<file path="src/rtl/prbs_pkg.sv">
// Shared definitions for the PRBS symbol source: mode encodings and default
// LFSR polynomial/seed for the 22-bit configuration.
package prbs_pkg;

   typedef enum logic [1:0] {
      MODE_PRBS   = 2'b00,
      MODE_CONST  = 2'b01,
      MODE_ALT    = 2'b10,
      MODE_FREEZE = 2'b11
   } mode_e;

   localparam int          DEF_N    = 22;
   localparam logic [21:0] DEF_TAPS = 22'h300000;  // x^22 + x^21 + 1
   localparam logic [21:0] DEF_SEED = 22'h3FFFFF;

endpackage

</file>
<file path="src/rtl/lfsr_core.sv">
// Fibonacci LFSR state register with seed load; a zero seed is replaced by
// SEED so the register can never enter the all-zero lock-up state.
module lfsr_core #(
   parameter int           N    = 22,
   parameter logic [N-1:0] TAPS = {2'b11, {(N-2){1'b0}}},
   parameter logic [N-1:0] SEED = {N{1'b1}}
) (
   input  logic         clk,
   input  logic         reset,
   input  logic         advance,
   input  logic         load,
   input  logic [N-1:0] seed_in,
   output logic [N-1:0] q,
   output logic [N-1:0] q_next
);

   assign q_next = {q[N-2:0], ^(q & TAPS)};

   // NOTE: sequential state uses non-blocking assignments so every register
   // samples pre-edge values regardless of statement order.
   always_ff @(posedge clk) begin
      if (reset)
         q <= SEED;
      else if (load)
         q <= (seed_in == '0) ? SEED : seed_in;
      else if (advance)
         q <= q_next;
   end

endmodule

</file>
<file path="src/rtl/prbs_sym_gen.sv">
// PRBS I/Q symbol source: LFSR plus sequence counter, wrap pulse and a
// mode-selected symbol register updated once per sample enable.
module prbs_sym_gen
   import prbs_pkg::*;
#(
   parameter int                N        = DEF_N,
   parameter logic [N-1:0]      TAPS     = N'(DEF_TAPS),
   parameter logic [N-1:0]      SEED     = {N{1'b1}},
   parameter int                SYM_BITS = 2
) (
   input  logic                clk,
   input  logic                reset,
   input  logic                sam_clk_ena,
   input  logic                load_data,
   input  logic [N-1:0]        seed_in,
   input  logic [1:0]          mode,
   output logic [SYM_BITS-1:0] I_sym,
   output logic [SYM_BITS-1:0] Q_sym,
   output logic                sym_valid,
   output logic                wrap,
   output logic [N-1:0]        LFSR_Counter,
   output logic [N-1:0]        q
);

   mode_e        mode_sel;
   logic         advance;
   logic         toggle;
   logic [N-1:0] q_next;

   assign mode_sel = mode_e'(mode);
   assign advance  = sam_clk_ena && (mode_sel != MODE_FREEZE);

   lfsr_core #(
      .N    (N),
      .TAPS (TAPS),
      .SEED (SEED)
   ) u_lfsr (
      .clk     (clk),
      .reset   (reset),
      .advance (advance),
      .load    (load_data),
      .seed_in (seed_in),
      .q       (q),
      .q_next  (q_next)
   );

   always_ff @(posedge clk) begin
      if (reset) begin
         LFSR_Counter <= N'(1);
         I_sym        <= '0;
         Q_sym        <= '0;
         sym_valid    <= 1'b0;
         wrap         <= 1'b0;
         toggle       <= 1'b0;
      end else begin
         sym_valid <= 1'b0;
         wrap      <= 1'b0;
         if (load_data) begin
            LFSR_Counter <= N'(1);
            toggle       <= 1'b0;
         end else if (advance) begin
            sym_valid <= 1'b1;
            if (q_next == SEED) begin
               LFSR_Counter <= N'(1);
               wrap         <= 1'b1;
            end else begin
               LFSR_Counter <= LFSR_Counter + N'(1);
            end
            // Symbols come from the pre-shift state, one cycle after the enable.
            case (mode_sel)
               MODE_PRBS: begin
                  I_sym <= q[SYM_BITS-1:0];
                  Q_sym <= q[2*SYM_BITS-1:SYM_BITS];
               end
               MODE_CONST: begin
                  I_sym <= '1;
                  Q_sym <= '1;
               end
               MODE_ALT: begin
                  I_sym  <= toggle ? '0 : '1;
                  Q_sym  <= toggle ? '0 : '1;
                  toggle <= ~toggle;
               end
               default: ;
            endcase
         end
      end
   end

endmodule

</file>
<file path="config.mk">
export PLATFORM = sky130hd
export DESIGN_NAME = prbs_sym_gen
export DESIGN_NICKNAME = d
export VERILOG_FILES = /design/src/rtl/prbs_pkg.sv /design/src/rtl/lfsr_core.sv /design/src/rtl/prbs_sym_gen.sv
export SDC_FILE = /design/constraint.sdc
export NUM_CORES = 1
export LEC_CHECK = 0
export ABC_AREA = 1
export CAP_MARGIN = 0
export CORE_MARGIN = 10
export CORE_UTILIZATION = 48
export CTS_CLUSTER_DIAMETER = 120
export DETAILED_ROUTE_END_ITERATION = 8
export PLACE_DENSITY = 0.87
export SLEW_MARGIN = 5
export SYNTH_ARGS = -nofsm -noshare
export SYNTH_HDL_FRONTEND = slang
export SYNTH_SLANG_ARGS = --single-unit
export TNS_END_PERCENT = 20
</file>
<file path="constraint.sdc">
create_clock -name clk -period 1.8 [get_ports clk]
set_input_delay 0.45 -clock clk [delete_from_list [all_inputs] [get_ports clk]]
set_output_delay 0.45 -clock clk [all_outputs]
set_load 0.005 [all_outputs]
</file>
==> results.md, run 1 <==
- Worst-Margin Slew: 0.297 ns
- Pre-CTS setup slack: -0.312 ns
- Wire per inst: 13.0 um
- Port-buffer cells: 77
- Antenna diodes: 0
- Share of post-route cells with drive strength above 1: 11.2%
- CP Capture Type: output pin
- CTS tree: done
- Hold Path Class: reg2reg
- Post-route ant nets: 0
- Worst-case clock buffer depth: 2
- Nets: 569
- DRC: 0
- Worst r2r src: LFSR_Counter[1]
- GP Congestion: 0.865
- Synth async-reset ratio: 0%
- Worst path required time: 1.35 ns
- CP max stage cell: clkdlybuf4s50_1
- Final Hold Violating Endpoints: 0
- Register-to-Register Path Depth: 9
- Post-synth EDFFs: 0
- Worst Path Max Fanout: 5
- Syn_area_per_cell: 6.46 um^2
- I/O pins: 78
- Most frequent cell after synthesis: nand2_1
- Synth Flop Type: dfxtp_1
- WP data arrival: 1.28 ns
- Worst clock skew: 0.00889 ns
- Final std cells w/o fill: 613
- Layout fillers: 511
- #FFs+latches synth: 51
- R2r endpoint: LFSR_Counter[18]
- Max-slew headroom: 80.1%
- DRT iter0 DRCs: 110
- Initial antenna violation count: 0
- CTS Buf Count: 5
- Hold Crit Start: LFSR_Counter[20]
- Critical path's largest stage delay: 0.55 ns
- DR vias/cell: 4.95
- Synth Instances: 444
- CTS Hold Bufs: 0
- H-tree levels: 2
- WS Path Type: reg2out
- First-pass GRT wire length: 13.2 mm
- Most frequent cells after synthesis: 137 x nand2_1, 69 x inv_1, 52 x nor2_1
- DP Cell Count: 604
- Delay-heaviest family, CP: buffers and inverters
- Starting Density: 49.0%
- Final setup fails: 0
- Fin crit share: 96.1%
- Maximum clock frequency: 0.578 GHz
- Worst-path cell chain: clkdlybuf4s50_1
- Status: finished, final reports clean
- DPL Wire Length: 6.31 mm
- Gr ovfl total: 0
- Peak supply drop: 0.341 mV
- Pwr Density: 596 mW/mm^2
- Total track usage: 16.3%
- Clock sink total: 51
- Die X: 97.3 um
- Minimum clock period: 1.73 ns
- Number of global-route vias before repair: 3022
- Top cells by area, synth: dfxtp_1 36%, nand2_1 18%, inv_1 9.0%
- RSZ-0062 raised after global routing: yes
- Synth top area share: 35.6%
- Yosys warning count: 0
- Die area: 0.00946 mm^2
- Startpoint types: register
- DRT Wirelength: 7.96 mm
- Synth area leader: dfxtp_1
- Final Worst Setup Slack: 0.0698 ns
- Worst reg2reg setup slack: 0.33 ns
- Clock-pin transition on the worst setup and hold timing paths: 0.09 ns
- Max_cap viols: 0
- CTS root buf: clkbuf_8
- Slew Viols, Final: 0
- Worst-skew pair later-pin latency: 0.30 ns
- Syn nets: 476
- TritonRoute pass-1 iters: 4
- Hold Path Depth: 2
- Setup_tns: 0 ns
- WHS Endpoint: LFSR_Counter[20]
- Area delta synth->final: 38.7%
- Critical path buffers and inverters: 1
- P_leak: 1.85 nW
- Register area share after synthesis: 35.6%
- Chip height: 97.3 um
- CORE AREA: 0.00585 mm^2
- DR vias: 3034
- Rows: 28
- Post-synth cell types: 29
- Largest net degree at the start of global routing: 23
- Post-synthesis cell area: 0.00287 mm^2
[cells by family (layout without fill, tap and decap cells)]
kind of cell | after synthesis | in the layout | synth area share (%)
AOI/OAI and AO/OA | 50 | 50 | 9.78
xor gates and xnor gates | 9 | 9 | 2.75
DFF | 51 | 51 | 35.6
buffers and inverters | 85 | 179 | 12.2
adders and majority gates | 4 | 4 | 1.75
and+or+nand+nor | 245 | 245 | 37.9
[layout by cell type, fill, tap and decap left out]
| master | n |
|---|---|
| nor2_4 | 6 |
| a21oi_2 | 1 |
| nor2_1 | 51 |
| clkbuf_8 | 5 |
| clkinv_2 | 1 |
| nand4_1 | 9 |
| buf_12 | 4 |
| nand2_4 | 3 |
| nand3_2 | 2 |
| dfxtp_1 | 49 |
| or2_4 | 1 |
| o21ai_0 | 18 |
| nand3_4 | 1 |
| xor2_1 | 4 |
| nand3_1 | 22 |
| inv_2 | 2 |
| nor3_1 | 1 |
| nor2_2 | 9 |
| o22ai_1 | 6 |
| clkbuf_1 | 2 |
| ha_1 | 3 |
| a21oi_1 | 19 |
| clkdlybuf4s50_1 | 77 |
| o21bai_1 | 4 |
| a21oi_4 | 1 |
| nand2_1 | 137 |
| buf_4 | 19 |
| a31oi_1 | 1 |
| dfxtp_2 | 2 |
| nor3b_1 | 1 |
| ha_2 | 1 |
| nand2_2 | 2 |
| xnor2_1 | 5 |
| inv_1 | 69 |
[sequential cells by signal, summed over array words and instances, names as in the netlist]
register / cells
u_lfsr.q: 22
sym_valid: 1
Q_sym: 2
LFSR_Counter: 22
wrap: 1
I_sym: 2
toggle: 1
[how the worst max path moves through the flow]
stage	from	to	slack, ns	depth (start not counted)
floorplan	mode[0]	LFSR_Counter[10]	0.26	10
global placement	mode[0]	LFSR_Counter[14]	-0.23	10
detailed placement	mode[0]	LFSR_Counter[8]	-0.31	10
CTS	mode[0]	LFSR_Counter[8]	0.01	10
global route	mode[0]	LFSR_Counter[15]	-0.02	11
finish	LFSR_Counter[1]	LFSR_Counter[1]	0.07	1
[per-layer routing]
| layer | track usage, % | up-vias | routed length (um) | part of all wire (%) |
|---|---|---|---|---|
| met5 | 0 | - | 0 | 0 |
| met3 | 6.76 | 6 | 763 | 9.6 |
| met4 | 5.37 | 0 | 93 | 1.2 |
| met2 | 29.4 | 113 | 3950 | 50 |
| met1 | 16.5 | 1368 | 3150 | 40 |
| li1 | - | 1547 | - | - |
[power by group]
part / switching [mW] / total (mW) / leakage, nW / internal [mW]
clock network: 0.368 / 0.642 / 0.0422 / 0.274
logic: 0.231 / 0.494 / 1.39 / 0.264
registers: 0.0511 / 1.23 / 0.419 / 1.18
[layout make-up]
cell class,count,area [um^2],share of cell area (%)
Tap cell,75,93.8,2.36
Clock buffer,7,76.3,1.92
Timing Repair Buffer,100,993,25.0
Clock inverter,1,5.00,0.126
Multi-Input combinational cell,308,1520,38.1
Inverter,71,267,6.70
Sequential cell,51,1020,25.7
[repair_timing]
action                                  CTS  global route
resized for setup                         0             8
buffers inserted                          0             1
endpoints found under the setup margin    0            30
[per-stage QoR]
step / power, mW / utilization (%) / hold slack, ns / instance area, um^2
2_1_floorplan: 1.48 / - / 0.444 / 2870
5_1_grt: 2.49 / 67.9 / 0.515 / 3980
3_5_place_dp: 1.74 / 66.0 / 0.465 / 3860
6_report: 2.37 / 67.9 / 0.490 / 3980
4_1_cts: 2.37 / 67.4 / 0.481 / 3940
3_3_place_gp: 1.73 / 66.0 / 0.462 / 3860
Note: power is estimated with default switching activity, not from simulation.
==> run 2: changes to the inputs <==
==> constraint.sdc (replaced) <==
create_clock -name clk -period 1.8 [get_ports clk]
set_input_delay 0.45 -clock clk [delete_from_list [all_inputs] [get_ports clk]]
set_output_delay 0.45 -clock clk [all_outputs]
set_load 0.1 [all_outputs]
==> run 2 against run 1 <==
Global-route usage rose by 1.2 points. Sequential share of layout area fell by 2.3 points. Largest power group unchanged. Fmax is 5.4% higher. Highest routed layer unchanged.
==> results.md, run 2 (synthesis gave the netlist of run 1 again) <==
- Initial antenna violation count: 0
- Clock sink total: 51
- Maximum clock frequency: 0.609 GHz
- Critical Path Sink: u_lfsr.q[21]
- First-pass GRT wire length: 14.5 mm
- Nets: 571
- Pint: 1.97 mW
- DRT iter0 DRCs: 156
- Worst-Margin Slew: 0.284 ns
- Antenna diodes: 0
- P_leak: 2.14 nW
- DPL Wire Length: 7.03 mm
- Die area: 0.00946 mm^2
- Gr busiest metal: met2
- Area delta synth->final: 58.1%
- Clock-pin transition on the worst setup and hold timing paths: 0.09 ns
- Final Hold Violating Endpoints: 0
- Logic pwr share: 32.4%
- Final Worst Setup Slack: 0.158 ns
- Rows: 28
- Setup_tns: 0 ns
- GP Congestion: 0.826
- Worst r2r src: LFSR_Counter[0]
- Worst reg2reg setup slack: 0.35 ns
- CORE AREA: 0.00585 mm^2
- Pwr Total: 3.03 mW
- DR vias/cell: 5.09
- H-tree levels: 2
- DRT Wirelength: 8.61 mm
- WS Path Type: in2reg
- CP startpoint: sam_clk_ena
- Max_cap viols: 0
- Hold Path Class: reg2reg
- DRC: 0
- Final setup fails: 0
- Pwr Density: 668 mW/mm^2
- CTS tree: done
- RSZ-0062 raised after global routing: no
- Gr ovfl total: 0
- Worst-case clock buffer depth: 2
- Largest regs: LFSR_Counter: 22 flops, u_lfsr.q: 22 flops
- Share of post-route cells with drive strength above 1: 26.2%
- Worst clock skew: 0.0145 ns
- TritonRoute pass-1 iters: 4
- Starting Density: 49.0%
- Chip height: 97.3 um
- M1 GR Usage: 16.9%
- Met2 GRT Util: 32.5%
- Pre-CTS setup slack: -0.324 ns
- Sequential Power Share: 41.9%
- Fin area: 0.00453 mm^2
- DR vias: 3124
- Status: finished, final reports clean
- Total track usage: 17.5%
- Post-route ant nets: 0
- Grt met3 use: 6.76%
- Worst Path Max Fanout: 8
- Most frequent cells in the layout: 136 x nand2_1, 69 x inv_1, 53 x buf_12
- Placed Area: 0.00441 mm^2
- Largest net degree at the start of global routing: 23
- Minimum clock period: 1.64 ns
- Clk pwr share: 25.8%
- Worst-skew pair later-pin latency: 0.31 ns
- Hold slack: 0.513 ns
- WP data arrival: 1.90 ns
- Worst path required time: 2.06 ns
- Peak supply drop: 0.420 mV
- Port-buffer cells: 77
- Register-to-Register Path Depth: 8
- Die X: 97.3 um
- Startpoint types: input pin
- Psw: 1.06 mW
- Commonest non-fill, non-tap cell in the layout: nand2_1
- CTS root buf: clkbuf_8
- I/O pins: 78
- Slew Viols, Final: 0
- CP Capture Type: register
- Wire per inst: 14.0 um
- Max-slew headroom: 81.0%
- Sw Ratio: 34.9%
- Number of global-route vias before repair: 3268
- R2r endpoint: LFSR_Counter[12]
- Layout fillers: 360
- Fin crit share: 91.2%
- CTS Buf Count: 5
- Register Area: 0.00106 mm^2
- CTS Hold Bufs: 0
- Multi-input logic area: 0.00151 mm^2
[run 2: changes by cell type in the layout (fill, tap and decap cells not counted), moves of 3 or more]
| cell | change |
|---|---|
| clkdlybuf4s50_1 | -52 |
| buf_12 | +49 |
| dfxtp_1 | -30 |
| dfxtp_2 | +30 |
| buf_4 | +3 |
[run 2: critical path: stages]
cell	delay [ns]
clkdlybuf4s50_1	0.55
inv_1	0.10
nor2_4	0.21
nand2_2	0.10
buf_4	0.17
o21ai_0	0.16
a31oi_1	0.07
nand2_1	0.08
[run 2: cell type report]
class                   count  share of cell area [%]
multi-input cells         308                    33.2
well taps                  75                    2.07
flip-flops and latches     51                    23.4
clock inverters             1                   0.663
inverters                  71                    5.88
clock buffers               6                    1.60
repair buffers            102                    33.1
[run 2: worst min-delay path by stage]
stage | start | to | slack (ns) | cells past startpoint
3_3_place_gp | toggle | toggle | 0.47 | 2
5_1_grt | LFSR_Counter[5] | LFSR_Counter[5] | 0.53 | 2
6_report | LFSR_Counter[5] | LFSR_Counter[5] | 0.51 | 2
4_1_cts | LFSR_Counter[5] | LFSR_Counter[5] | 0.52 | 2
3_5_place_dp | LFSR_Counter[5] | LFSR_Counter[5] | 0.50 | 2
2_1_floorplan | toggle | toggle | 0.44 | 2
[run 2: what timing repair did]
action	4_1_cts	5_1_grt
resized for setup	0	5
endpoints found under the hold margin	0	0
setup endpoints to repair	0	48
buffers inserted	0	1
[run 2: layer usage]
metal	up-vias	share of wire, %
li1	1550	-
met1	1437	37
met2	120	52
met3	17	9.0
met4	0	1.8
met5	-	0
[run 2: power groups by stage]
stage | Sequential, mW | Combinational, mW | Clock (mW)
after floorplan | 1.62 | 0.230 | 0
after global placement | 1.29 | 0.951 | 0
after detailed placement | 1.29 | 0.974 | 0
after CTS | 1.27 | 0.977 | 0.776
after global routing | 1.28 | 1.03 | 0.817
final | 1.27 | 0.979 | 0.780
[run 2: through the flow]
step / instances / util, %
final: 614 / 77.4
after global routing: 614 / 77.4
after CTS: 613 / 77.1
after detailed placement: 606 / 75.3
after global placement: 606 / 75.3
after floorplan: 444 / -
==> run 3: changes to the inputs <==
--- a/config.mk
+++ b/config.mk
@@ -7,11 +7,13 @@
 export LEC_CHECK = 0
 export ABC_AREA = 1
 export CAP_MARGIN = 0
+export CELL_PAD_IN_SITES_DETAIL_PLACEMENT = 0
+export CELL_PAD_IN_SITES_GLOBAL_PLACEMENT = 2
 export CORE_MARGIN = 10
-export CORE_UTILIZATION = 48
+export CORE_UTILIZATION = 25
 export CTS_CLUSTER_DIAMETER = 120
 export DETAILED_ROUTE_END_ITERATION = 8
-export PLACE_DENSITY = 0.87
+export PLACE_DENSITY = 0.86
 export SLEW_MARGIN = 5
 export SYNTH_ARGS = -nofsm -noshare
 export SYNTH_HDL_FRONTEND = slang
==> run 3 against run 2 <==
Via count shrank 6.4%. Fmax grew 4.5%. Clock skew shrank 0.0075 ns. Sequential power is essentially flat. Setup slack gained 0.070 ns. Core utilization shrank 36 points. Largest cell class is now non-clock buffers.
==> results.md, run 3 (synthesis gave the netlist of run 1 again) <==
- Die area: 0.0161 mm^2
- Clock sink total: 51
- DR vias/cell: 4.27
- Delay-heaviest family, CP: buffers and inverters
- H-tree levels: 2
- Max-slew headroom: 80.4%
- CTS root buf: clkbuf_16
- Peak supply drop: 0.477 mV
- DRT Wirelength: 8.63 mm
- Critical path buffers and inverters: 3
- Register-to-Register Path Depth: 8
- Final setup fails: 0
- Gr ovfl total: 0
- Worst Path Max Fanout: 12
- Critical path's largest stage delay: 0.55 ns
- Maximum clock frequency: 0.636 GHz
- DRC: 0
- Largest regs: LFSR_Counter: 22 flops, u_lfsr.q: 22 flops
- Clk pwr share: 31.1%
- Largest net degree at the start of global routing: 23
- Pwr Total: 3.25 mW
- Worst-skew pair later-pin latency: 0.29 ns
- Pwr Density: 690 mW/mm^2
- Die X: 127 um
- Worst clock skew: 0.00699 ns
- Sequential Power Share: 39.1%
- DPL Wire Length: 7.13 mm
- Hold slack: 0.481 ns
- Critical Path Stages: 8
- Status: finished, final reports clean
- DRT iter0 DRCs: 218
- Startpoint types: input pin
- I/O pins: 78
- Area delta synth->final: 64.1%
- Slew Viols, Final: 0
- Antenna diodes: 0
- Logic pwr share: 29.7%
- CP Capture Type: register
- Hold Path Class: reg2reg
- First-pass GRT wire length: 14.5 mm
- Worst-case clock buffer depth: 2
- DP Cell Count: 677
- CTS Buf Count: 5
- Share of post-route cells with drive strength above 1: 26.6%
- Setup_tns: 0 ns
- Total track usage: 10.7%
- Nets: 573
- Post-route ant nets: 0
- Worst-path cell chain: clkdlybuf4s50_1, inv_1, nor2_4, nand2_2, buf_4, o21ai_0, a31oi_1, nand2_1
- DR vias: 2923
- CORE AREA: 0.0113 mm^2
- Commonest non-fill, non-tap cell in the layout: nand2_1
- GP Congestion: 0.764
- TritonRoute pass-1 iters: 4
- Sw Ratio: 33.6%
- Worst path required time: 2.03 ns
- Hold Path Depth: 2
- Max_cap viols: 0
- P_leak: 2.18 nW
- WP data arrival: 1.80 ns
- Psw: 1.09 mW
- Initial antenna violation count: 0
- Number of global-route vias before repair: 2961
- WS Path Type: in2reg
- Clock-pin transition on the worst setup and hold timing paths: 0.07 ns
- RSZ-0062 raised after global routing: no
- Final Hold Violating Endpoints: 0
- Post-CTS Setup Inserts: 0
- Pint: 2.16 mW
- Worst-Margin Slew: 0.292 ns
- Most frequent cells in the layout: 137 x nand2_1, 69 x inv_1, 54 x buf_12
- Starting Density: 25.3%
- Wire per inst: 12.6 um
- Minimum clock period: 1.57 ns
- CP max stage cell: clkdlybuf4s50_1
- Chip height: 127 um
- Rows: 39
- Port-buffer cells: 77
- Final std cells w/o fill: 685
- CTS tree: done
- Fin crit share: 87.3%
==> run 3: per-layer routing <==
layer	track usage (%)	up-vias	part of all wire, %
met5	0	-	0
met4	3.15	0	1.3
met3	3.80	8	6.9
met2	17.6	76	47
met1	12.8	1285	45
li1	-	1554	-
==> run 3: power by group through the flow <==
stage                     combinational, mW  sequential [mW]  clock (mW)
after floorplan                       0.230             1.62           0
after global placement                0.970             1.30           0
after detailed placement              0.974             1.30           0
after CTS                             0.976             1.27        1.05
after global routing                   1.03             1.28        1.10
final                                 0.966             1.27        1.01
==> run 3: timing repair <==
item / 4_1_cts / 5_1_grt
gates resized for setup: 0 / 5
hold buffers: 0 / 0
setup endpoints to repair: 0 / 41
==> run 3: final timing paths <==
kind / start / to / slack [ns]
max reg2reg: LFSR_Counter[12] / LFSR_Counter[19] / 0.38
max: sam_clk_ena / u_lfsr.q[21] / 0.23
min reg2reg: toggle / toggle / 0.48
min: toggle / toggle / 0.48
==> run 3: tightest hold or removal path: cells and delay by family (launching register included) <==
kind	cells	cell delay [ns]
flops	1	0.30
buf+inv	1	0.07
compound gates	1	0.07
==> run 3: layout make-up <==
cell class                      count  area (um^2)
Sequential cell                    51         1060
Multi-Input combinational cell    308         1510
Fill cell                        1172         6620
Tap cell                          143          179
Clock buffer                        7          153
Clock inverter                      1         7.51
Timing Repair Buffer              104         1530
Inverter                           71          267
==> run 3: per-stage QoR <==
step	setup slack (ns)	cell area (um^2)	util, %
finish	0.228	4700	41.5
global route	0.116	4700	41.5
CTS	0.000397	4690	41.4
detailed placement	-0.307	4530	40.0
global placement	-0.293	4530	40.0
floorplan	-0.0373	2910	-
==> edit 1 (settings of run 3) <==
Set the parameter `SYM_BITS` to 3 (it was 2).
--- a/src/rtl/prbs_sym_gen.sv
+++ b/src/rtl/prbs_sym_gen.sv
@@ -8,3 +8,3 @@
    parameter logic [N-1:0]      SEED     = {N{1'b1}},
-   parameter int                SYM_BITS = 2
+   parameter int                SYM_BITS = 3
 ) (
Ports: changed (resized I_sym and Q_sym); port bits go from 78 to 80. No check against the original RTL was run, so the function may have changed too.
==> edit 1 against run 3 <==
Count of clock-buffer cells in the layout unchanged. Setup slack worse by 0.17 ns. Cell area grew 0.90%. Wire length increased by 3.3%. Synthesized area increased by 0.96%. Critical endpoint is now u_lfsr.q[2]. Hold slack is essentially flat. Total power increased by 0.99%. Register-to-register slack got worse by 0.06 ns. Sequential cell count rose by 2.
==> edit 1: results (changes against run 3) <==
| Metric | Value |
|---|---|
| Synth cell count leaders | nand2_1, inv_1, nor2_1 (unchanged) |
| Layout cells sized above 1 | 27.4% (was 26.6%) |
| DRT iter0 DRCs | 188 (was 218) |
| Placement Setup Slack | -0.305 ns (was -0.307 ns) |
| Clock Latency Late Sink | 0.29 ns (about the same) |
| Vias | 2990 (was 2923) |
| Unique masters post-synth | 28 (was 29) |
| Global-route wire length before repair | 14.9 mm (was 14.5 mm) |
| Status | finished, final reports clean (unchanged) |
| H-tree depth | 2 (unchanged) |
| Crit-path max cell delay | 0.49 ns (was 0.55 ns) |
| All-Layer GR Usage | 11.0% (was 10.7%) |
| Largest net degree at the start of global routing | 24 (was 23) |
| Leak Pwr | 2.15 nW (was 2.18 nW) |
| # fillers | 1190 (was 1172) |
| CP max FO | 6 (was 12) |
| # nets final | 575 (was 573) |
| Worst reg2reg startpoint | LFSR_Counter[0] (was LFSR_Counter[12]) |
| Register area share after synthesis | 36.7% (was 35.6%) |
| Placed wire-length estimate after detailed placement | 7.12 mm (was 7.13 mm) |
| PortBufs | 79 (was 77) |
| Main area contributors after synthesis | dfxtp_1, nand2_1, inv_1 (unchanged) |
| WL final | 8.91 mm (was 8.63 mm) |
| Clock Skew | 0.0104 ns (was 0.00699 ns) |
| Syn Nets | 479 (was 476) |
| Crit path DAT | 1.98 ns (was 1.80 ns) |
## edit 1: cell count changes after synthesis, moves of 3 or more
| cell | before | now |
|---|---|---|
| o21bai_1 | 4 | 7 |
| o21ai_0 | 18 | 32 |
| nor3_1 | 1 | 6 |
| inv_1 | 69 | 76 |
| nand2_1 | 137 | 122 |
| clkbuf_1 | 3 | 6 |
| nand3_1 | 22 | 12 |
| nor2_2 | 8 | 3 |
| a21oi_1 | 20 | 23 |
## edit 1: final cells by class
type                       count  area (um2)  area share [%]
clock buffer                   7         133            2.79
clock inverter                 1        7.51           0.158
inverter                      77         293            6.17
multi-input combinational    304        1520            32.1
sequential                    53        1110            23.3
tap                          143         179            3.77
timing repair buffer         101        1500            31.6
timing repair inverter         1        5.00           0.105
## edit 1: path summary, 6_finish.rpt
| check | cells past startpoint | to | slack [ns] |
|---|---|---|---|
| setup / recovery | 8 | u_lfsr.q[2] | 0.06 |
| hold / removal | 2 | toggle | 0.48 |
| setup reg to reg | 9 | LFSR_Counter[18] | 0.32 |
| hold reg to reg | 2 | toggle | 0.48 |
## edit 1: kinds of logic (layout without fill, tap and decap cells)
group | count (synthesis) | count (layout) | share of synthesized area (%)
XOR/XNOR | 9 | 9 | 2.72
buffers and inverters | 90 | 187 | 12.3
adder cells (fa/ha/maj) | 4 | 4 | 1.73
AO/OA/AOI/OAI | 68 | 68 | 13.0
flip-flops | 53 | 53 | 36.7
AND/OR/NAND/NOR | 223 | 223 | 33.6
## edit 1: worst reg2reg max path: stages (launching register included)
cell and delay (ns):
dfxtp_2 0.41, ha_1 0.22, nand2_1 0.14, nor2_4 0.15, nand2_2 0.10, nor2_4 0.14
nand3_1 0.09, nand2_1 0.06, inv_1 0.03, nor2_1 0.08
## edit 1: per-stage QoR
step	power (mW)	utilization [%]	std cells
detailed placement	2.34	40.0	678
global placement	2.34	40.0	678
CTS	3.31	41.3	686
floorplan	1.92	-	447
global route	3.44	41.7	687
finish	3.28	41.7	687
## edit 1: metal layers
layer | track usage, % | vias to the layer above | share of wire (%)
met4 | 2.91 | 0 | 1.3
met1 | 13.4 | 1341 | 45
met5 | 0 | - | 0
li1 | - | 1562 | -
met3 | 4.34 | 10 | 8.4
met2 | 17.6 | 77 | 45
## edit 1: what timing repair did
item / 4_1_cts / 5_1_grt
resized for setup: 1 / 21
endpoints found under the setup margin: 1 / 41
hold buffers: 0 / 0
gates cloned: 0 / 1
pin swaps: 0 / 1
## edit 1: power by group
group / internal (mW) / switching, mW
Clock: 0.519 / 0.442
Combinational: 0.380 / 0.620
Sequential: 1.24 / 0.0825
==> edit 2 (flow settings as in run 3) <==
Without the edit above. Reset style: asynchronous (`reset`), changed in 2 clocked blocks.
--- a/src/rtl/lfsr_core.sv
+++ b/src/rtl/lfsr_core.sv
@@ -20,3 +20,3 @@
    // samples pre-edge values regardless of statement order.
-   always_ff @(posedge clk) begin
+   always_ff @(posedge clk or posedge reset) begin
       if (reset)
--- a/src/rtl/prbs_sym_gen.sv
+++ b/src/rtl/prbs_sym_gen.sv
@@ -46,3 +46,3 @@
 
-   always_ff @(posedge clk) begin
+   always_ff @(posedge clk or posedge reset) begin
       if (reset) begin
Behaviour: differs if reset is asserted again (counterexample within 4 cycles, from zero or initial values and one cycle with reset high); with reset held inactive, the same outputs for 10 cycles.
==> edit 2 against run 3 <==
Setup slack worse by 0.11 ns. Synthesized area rose by 11%. First-iteration DRC count fell by 26%. Sequential cell count is the same. Total power is 20% higher. Register-to-register slack lost 0.23 ns. Cell area rose by 6.9%. Core utilization down 1.4 points. Wire length rose by 6.5%.
==> edit 2: results (changes against run 3) <==
| Metric | Value |
|---|---|
| WL/cell | 12.7 um (was 12.6 um) |
| GR Util met2 | 16.5% (was 17.6%) |
| Status | finished, final reports clean (unchanged) |
| Synthesized netlist cell count | 456 (was 444) |
| Layout cells sized above 1 | 25.4% (was 26.6%) |
| Pwr/cell area | 777 mW/mm2 (was 690 mW/mm2) |
| Adder-cell share of the synthesized area | 1.58% (was 1.75%) |
| Vias | 3048 (was 2923) |
| Placement Setup Slack | -0.247 ns (was -0.307 ns) |
| Post-synth ARST share | 100% (was 0%) |
| Register area share after synthesis | 41.1% (was 35.6%) |
| Clock buf count | 8 (was 7) |
| Non-clk buf share | 29.6% (was 32.5%) |
| FF+latch area | 0.00133 mm2 (was 0.00106 mm2) |
| Grt met3 use | 3.60% (was 3.80%) |
| Multi-input gates | 304 (was 308) |
| Dpl cell area | 0.00483 mm2 (was 0.00453 mm2) |
| Sw Share | 36.8% (was 33.6%) |
| Largest net degree at the start of global routing | 52 (was 23) |
| Comb power frac | 35.6% (was 29.7%) |
| Wl on met1 | 4.29 mm (was 3.88 mm) |
| Dpl cells | 715 (was 677) |
| WL final | 9.19 mm (was 8.63 mm) |
| Clock Skew | 0.00418 ns (was 0.00699 ns) |
| Global-route wire length before repair | 15.7 mm (was 14.5 mm) |
| Clk cell area share | 3.56% (was 3.41%) |
| Fraction of synthesized cell area in xor and xnor cells | 3.03% (was 2.75%) |
| # fillers | 1326 (was 1172) |
[edit 2: cell count changes after synthesis, sizes merged, moves of 17 or more]
| cell | change |
|---|---|
| inv | +19 |
| o22ai | +17 |
| nor2 | -20 |
| nand2 | +24 |
| a21oi | -18 |
| dfxtp | -51 |
| dfrtp | +28 |
| dfstp | +23 |
[edit 2: final timing paths]
kind                            cells after the start       startpoint          endpoint  slack (ns)
worst max-delay path                                2  LFSR_Counter[0]   LFSR_Counter[0]        0.12
worst min-delay path                                3            reset  LFSR_Counter[20]        0.52
worst max register to register                      8  LFSR_Counter[0]  LFSR_Counter[16]        0.15
worst min register to register                      2           toggle            toggle        0.55
max in group asynchronous                           3            reset       u_lfsr.q[4]        0.97
min in group clk                                    2           toggle            toggle        0.55
[edit 2: worst max-delay path, stage by stage, from the launching register on]
cell	delay (ns)
dfstp_4	0.61
buf_4	0.15
buf_12	0.18
[edit 2: timing repair]
action / 4_1_cts / 5_1_grt
buffers inserted: 0 / 1
gates resized for setup: 0 / 2
setup endpoints to repair: 0 / 14
